File: src/rtl/memgame_pkg.sv
// Shared types and default timing for the memory-game input path.
package memgame_pkg;

  typedef enum logic [1:0] {
    IDLE         = 2'd0,
    PRESS_WAIT   = 2'd1,
    HELD         = 2'd2,
    RELEASE_WAIT = 2'd3
  } btn_state_t;

  // 10 ms debounce, 500 ms first repeat, 200 ms repeat period at 50 MHz
  localparam int unsigned DEBOUNCE_10MS_50MHZ = 500000;
  localparam int unsigned REPEAT_DELAY_DEF    = 25000000;
  localparam int unsigned REPEAT_PERIOD_DEF   = 10000000;

  // Debounced level is high from acceptance of a press until the release is confirmed
  function automatic logic is_level(btn_state_t s);
    return (s == HELD) || (s == RELEASE_WAIT);
  endfunction

endpackage

File: src/rtl/btn_debounce.sv
// Per-button two-flop synchronizer plus debounce FSM.
// o_state_c is the current FSM state; o_event is a registered one-cycle
// strobe on the edge a press is accepted.
module btn_debounce
  import memgame_pkg::*;
#(
  parameter int unsigned DEBOUNCE_CYCLES = DEBOUNCE_10MS_50MHZ
) (
  input  logic       clk,
  input  logic       rst,
  input  logic       i_btn_n,
  output btn_state_t o_state_c,
  output logic       o_event
);

  localparam int unsigned      CNT_W    = $clog2(DEBOUNCE_CYCLES + 1);
  localparam logic [CNT_W-1:0] CNT_LAST = CNT_W'(DEBOUNCE_CYCLES - 1);

  logic             r_sync1;
  logic             r_sync2;
  btn_state_t       r_state;
  btn_state_t       w_state_nxt;
  logic [CNT_W-1:0] r_cnt;
  logic [CNT_W-1:0] w_cnt_nxt;
  logic             r_event;
  logic             w_event_nxt;
  logic             w_pressed;

  // Two-flop synchronizer; resets to the released level
  always_ff @(posedge clk or negedge rst) begin
    if (!rst) begin
      r_sync1 <= 1'b1;
      r_sync2 <= 1'b1;
    end else begin
      r_sync1 <= i_btn_n;
      r_sync2 <= r_sync1;
    end
  end

  assign w_pressed = ~r_sync2;

  // State, stability counter and event register
  always_ff @(posedge clk or negedge rst) begin
    if (!rst) begin
      r_state <= IDLE;
      r_cnt   <= '0;
      r_event <= 1'b0;
    end else begin
      r_state <= w_state_nxt;
      r_cnt   <= w_cnt_nxt;
      r_event <= w_event_nxt;
    end
  end

  // Next state: any sample disagreeing with the pending direction restarts the wait
  always_comb begin
    w_state_nxt = r_state;
    w_cnt_nxt   = r_cnt;
    unique case (r_state)
      IDLE: begin
        if (w_pressed) begin
          w_state_nxt = PRESS_WAIT;
          w_cnt_nxt   = '0;
        end
      end
      PRESS_WAIT: begin
        if (!w_pressed) begin
          w_state_nxt = IDLE;
          w_cnt_nxt   = '0;
        end else if (r_cnt == CNT_LAST) begin
          w_state_nxt = HELD;
          w_cnt_nxt   = '0;
        end else begin
          w_cnt_nxt = r_cnt + CNT_W'(1);
        end
      end
      HELD: begin
        if (!w_pressed) begin
          w_state_nxt = RELEASE_WAIT;
          w_cnt_nxt   = '0;
        end
      end
      RELEASE_WAIT: begin
        if (w_pressed) begin
          w_state_nxt = HELD;
          w_cnt_nxt   = '0;
        end else if (r_cnt == CNT_LAST) begin
          w_state_nxt = IDLE;
          w_cnt_nxt   = '0;
        end else begin
          w_cnt_nxt = r_cnt + CNT_W'(1);
        end
      end
      default: begin
        w_state_nxt = IDLE;
        w_cnt_nxt   = '0;
      end
    endcase
  end

  // Outputs: press event on the PRESS_WAIT -> HELD transition
  always_comb begin
    w_event_nxt = 1'b0;
    o_state_c   = r_state;
    if ((r_state == PRESS_WAIT) && w_pressed && (r_cnt == CNT_LAST)) begin
      w_event_nxt = 1'b1;
    end
  end

  assign o_event = r_event;

endmodule

File: src/rtl/button_conditioner.sv
// Button conditioner: synchronises and debounces MOVE/SELECT, gates events
// with en, gives SELECT priority and registers all outputs.
// Optional build macro MOVE_AUTOREPEAT_EN adds MOVE auto-repeat while held.
module button_conditioner
  import memgame_pkg::*;
#(
  parameter int unsigned DEBOUNCE_CYCLES = DEBOUNCE_10MS_50MHZ,
  parameter int unsigned REPEAT_DELAY    = REPEAT_DELAY_DEF,
  parameter int unsigned REPEAT_PERIOD   = REPEAT_PERIOD_DEF
) (
  input  logic clk,
  input  logic rst,
  input  logic btn_move_n,
  input  logic btn_select_n,
  input  logic en,
  output logic move_pulse,
  output logic select_pulse,
  output logic move_level,
  output logic select_level
);

  // Elaboration-time parameter sanity
  if (DEBOUNCE_CYCLES < 2) begin : g_bad_debounce
    $error("DEBOUNCE_CYCLES must be at least 2");
  end
  if ((REPEAT_DELAY < 2) || (REPEAT_PERIOD == 0) || (REPEAT_PERIOD > REPEAT_DELAY)) begin : g_bad_repeat
    $error("need REPEAT_DELAY >= 2 and 0 < REPEAT_PERIOD <= REPEAT_DELAY");
  end

  btn_state_t w_move_state;
  btn_state_t w_select_state;
  logic       w_move_event;
  logic       w_select_event;
  logic       w_move_any;

  btn_debounce #(.DEBOUNCE_CYCLES(DEBOUNCE_CYCLES)) u_move (
    .clk       (clk),
    .rst       (rst),
    .i_btn_n   (btn_move_n),
    .o_state_c (w_move_state),
    .o_event   (w_move_event)
  );

  btn_debounce #(.DEBOUNCE_CYCLES(DEBOUNCE_CYCLES)) u_select (
    .clk       (clk),
    .rst       (rst),
    .i_btn_n   (btn_select_n),
    .o_state_c (w_select_state),
    .o_event   (w_select_event)
  );

`ifdef MOVE_AUTOREPEAT_EN
  localparam int unsigned      RPT_W      = $clog2(REPEAT_DELAY);
  localparam logic [RPT_W-1:0] RPT_LAST   = RPT_W'(REPEAT_DELAY - 1);
  localparam logic [RPT_W-1:0] RPT_RELOAD = RPT_W'(REPEAT_DELAY - REPEAT_PERIOD);

  logic [RPT_W-1:0] r_rpt_cnt;
  logic             w_rpt_event;

  // Cycles spent in HELD; reload after each repeat so later ones follow every REPEAT_PERIOD
  always_ff @(posedge clk or negedge rst) begin
    if (!rst) begin
      r_rpt_cnt <= '0;
    end else if (w_move_state != HELD) begin
      r_rpt_cnt <= '0;
    end else if (r_rpt_cnt == RPT_LAST) begin
      r_rpt_cnt <= RPT_RELOAD;
    end else begin
      r_rpt_cnt <= r_rpt_cnt + RPT_W'(1);
    end
  end

  assign w_rpt_event = (w_move_state == HELD) && (r_rpt_cnt == RPT_LAST);
  assign w_move_any  = w_move_event | w_rpt_event;
`else
  assign w_move_any  = w_move_event;
`endif

  // Gated, select-prioritised output registers
  always_ff @(posedge clk or negedge rst) begin
    if (!rst) begin
      move_pulse   <= 1'b0;
      select_pulse <= 1'b0;
      move_level   <= 1'b0;
      select_level <= 1'b0;
    end else begin
      select_pulse <= w_select_event & en;
      move_pulse   <= w_move_any & en & ~w_select_event;
      move_level   <= is_level(w_move_state);
      select_level <= is_level(w_select_state);
    end
  end

endmodule
File: config.mk
export PLATFORM = sky130hd
export DESIGN_NAME = button_conditioner
export DESIGN_NICKNAME = d
export VERILOG_FILES = /design/src/rtl/memgame_pkg.sv /design/src/rtl/btn_debounce.sv /design/src/rtl/button_conditioner.sv
export SDC_FILE = /design/constraint.sdc
export NUM_CORES = 1
export LEC_CHECK = 0
export BUFFER_PORTS_ARGS = -buffer_cell sky130_fd_sc_hd__buf_4
export CORE_UTILIZATION = 34
export CTS_CLUSTER_SIZE = 20
export DETAILED_ROUTE_END_ITERATION = 7
export PLACE_DENSITY_LB_ADDON = 0.15
export SLEW_MARGIN = 20
export SYNTH_ARGS = -nofsm -noshare
export SYNTH_HDL_FRONTEND = slang
export SYNTH_HIERARCHICAL = 1
export SYNTH_SLANG_ARGS = --single-unit
File: constraint.sdc
create_clock -name clk -period 4.9 [get_ports clk]
set_input_delay 0.98 -clock clk [delete_from_list [all_inputs] [get_ports clk]]
set_output_delay 0.98 -clock clk [all_outputs]
set_load 0.1 [all_outputs]
==> impl_metrics.csv <==
group,metric,value,unit
clock_tree,postCtsSetupBuffers,0,
placement,placed_area,2770,um^2
clock_tree,clock_tree.root_cell,"clkbuf_8",
pwr,power_density,420,nW/um^2
global_routing,antenna_found_initial,0,
clock_tree,h-tree-depth,2,
clock_tree,clockBufferDepth,2,
placement,dp.cells,374,
sta,finalCritPeriodShare,45.6,%
synthesis,synth_cell_types,36,
routing,drc,0,
clock_tree,cts-buffers-inserted,5,
synthesis,synth_most_common_cell,"dfrtp_1",
floorplanning,start_util,34.9,%
job,cap_violations,0,
layout,fillers,779,
clock_tree,clkTransAtPathRegs,100,ps
synthesis,async_flop_share,100,%
global_routing,grt_max_degree,53,
placement,dp_hpwl,3.82,mm
global_routing,gr-total-overflow,0,
synthesis,synthTopCellsByArea,"dfrtp_1 (45%), nand2_1 (5.9%), a31oi_1 (5.1%)",
routing,first_pass_iters,4,
synthesis,ys_seq_area_share,48.7,%
pwr,irDropWorstVdd,289,uV
global_routing,grtUsageTotal,15.1,%
layout,syn2layout_area_growth,6.99,%
routing,dr.max_layer_used,"met4",
routing,vias,2140,
placement,portBuffers,8,
layout,final_nets,286,
setup_path,cp_slowest_cell,"or4_4",
synthesis,synth_enable_flop_cells,0,
routing,wl_met2,2.37,mm
sta,worstMarginPinSlew,855,ps
sta,hold-worst-slack,361,ps
synthesis,yosysWarningCount,6,
setup_path,critPathRequiredTime,5110,ps
floorplanning,core,7690,um^2
routing,route.met3.wl,130,um
placement,place_ws,2510,ps
layout,instances_no_fill,382,
setup_path,critical_path.max_stage_delay,560,ps
routing,m1WireLength,3.18,mm
setup_path,worstSetupPathType,"reg2reg",
routing,ant_nets,0,
global_routing,grt_pass1_vias,1982,
synthesis,yosysTopAreaCell,"dfrtp_1",
sta,rsz0062_at_grt,"no",
routing,wl_per_cell,15.1,um
layout,post-route-util,37.4,%
setup_path,worstSetupStartpointType,"register",
sta,final.setup.worst_slack,2670,ps
sta,fin_tns_setup,0,ps
setup_path,arrival,2440,ps
min_path,hold_path.class,"reg2reg",
synthesis,synth_seq_cells,52,
clock_tree,cts_hold_buffers,0,
sta,skew,5.66,ps
floorplanning,dieArea,8250,um^2
sta,setup_viol,0,
floorplanning,ios,9,
run_status,status,"completed",
setup_path,cp-end-kind,"register",
synthesis,synth_common_cells,"dfrtp_1 (48), nand2_1 (42), a31oi_1 (22), o21ai_0 (22), nand3_1 (20)",
floorplanning,chipWidth,90.8,um
routing,wirelength,5.77,mm
routing,vias_per_cell,5.60,
layout,final_cell_area,2870,um^2
layout,antenna_cells,0,
sta,fin_crit,2230,ps
layout,multi_input_area,1270,um^2
layout,seq_area,1310,um^2
clock_tree,clkLatencyLatePin,310,ps
sta,maxSlewHeadroom,42.4,%
clock_tree,cts.sink_count,52,
synthesis,synthCells,278,
placement,gp_congestion,0.784,
synthesis,synthFlopType,"dfrtp_1",
floorplanning,rows,32,
routing,initialDrtViolationCount,170,
synthesis,synth.avg_cell_area,9.65,um^2
sta,hold_viol_final,0,
sta,max_freq,0.448,GHz
pwr,power,1.21,mW
synthesis,synth_top_area_share,44.8,%
synthesis,syn_nets,285,
floorplanning,die_h,90.8,um
clock_tree,ctsResizeCount,0,
setup_path,path_cells,"or4_4 -> nor4_4 -> a21oi_4 -> a21o_1 -> a22o_1",
pwr,p_leak,1.18,nW
clock_tree,cts_tree,"done",
sta,maxSlewViolCount,0,
global_routing,grt_pass1_wl,9.92,mm
synthesis,netlist_area,2680,um^2
setup_path,critical_path.max_fanout,29,
layout,drive_above_1_share,12.5,%
## kinds of logic (layout without fill, tap and decap cells)
kind of cell / count (synthesis) / after routing / synth area share (%)
buffers and inverters: 16 / 18 / 4.48
xor gates and xnor gates: 2 / 2 / 0.653
DFF: 52 / 52 / 48.7
adders and majority gates: 2 / 2 / 0.932
AOI/OAI and AO/OA: 88 / 88 / 21.5
and+or+nand+nor: 118 / 118 / 23.7
## sequential cells by signal, indices dropped and copies added, names as in the netlist, named ones only
signal	flops
u_move/r_cnt	19
u_select/r_cnt	19
move_level	1
move_pulse	1
select_level	1
select_pulse	1
u_move/o_event	1
u_move/o_state_c	1
u_move/r_sync1	1
u_move/r_sync2	1
u_select/o_event	1
u_select/o_state_c	1
u_select/r_sync1	1
u_select/r_sync2	1
## power breakdown
part,switching [mW],leakage [nW],total (mW),internal (mW)
clock,0.149,0.0434,0.264,0.115
sequential,0.0435,0.699,0.517,0.473
combinational,0.309,0.441,0.425,0.116
total,0.502,1.18,1.21,0.704
## worst paths after layout
kind	startpoint	endpoint	slack [ps]	depth (start not counted)
min	u_select/r_sync1	u_select/r_sync2	360	0
max reg2reg	u_select/r_cnt[11]	u_select/r_cnt[3]	2670	5
max	u_select/r_cnt[11]	u_select/r_cnt[3]	2670	5
min in group asynchronous	rst	u_move/r_cnt[16]	690	1
max in group asynchronous	rst	u_move/r_cnt[3]	3770	1
min reg2reg	u_select/r_sync1	u_select/r_sync2	360	0
## cell type report
| cell class | count | area share (%) |
|---|---|---|
| flip-flops and latches | 52 | 45.5 |
| multi-input cells | 210 | 44.3 |
| well taps | 102 | 4.44 |
| clock buffers | 6 | 2.88 |
| repair buffers | 8 | 2.09 |
| clock inverters | 2 | 0.523 |
| inverters | 2 | 0.261 |
## critical path, delay by kind of cell, from the launching register on
kind | cells | cell delay (ps)
AOI/OAI and AO/OA | 3 | 680
DFF | 1 | 480
and+or+nand+nor | 2 | 970
## placed cells by master (no fill, tap or decap), types with 4 or more instances in the layout
cell type  netlist  routed
nor2_1          12      12
a41oi_1         10      10
dfrtp_1         48      48
and3_1          12      12
a31oi_1         22      22
buf_4            0       8
nand4_1          4       4
nand2_1         42      42
nor4_1           6       6
dfstp_2          4       4
nand3_1         20      20
a22o_1           4       4
a21o_1           4       4
o21ai_0         22      22
clkbuf_8         0       6
a21oi_1         16      16
## layer usage
layer / up-vias / track usage (%)
met5: - / 0
met4: 0 / 5.82
li1: 1062 / -
met2: 27 / 21.4
met3: 6 / 2.78
met1: 1045 / 22.6
No activity file was read; power rests on OpenSTA's default activity.
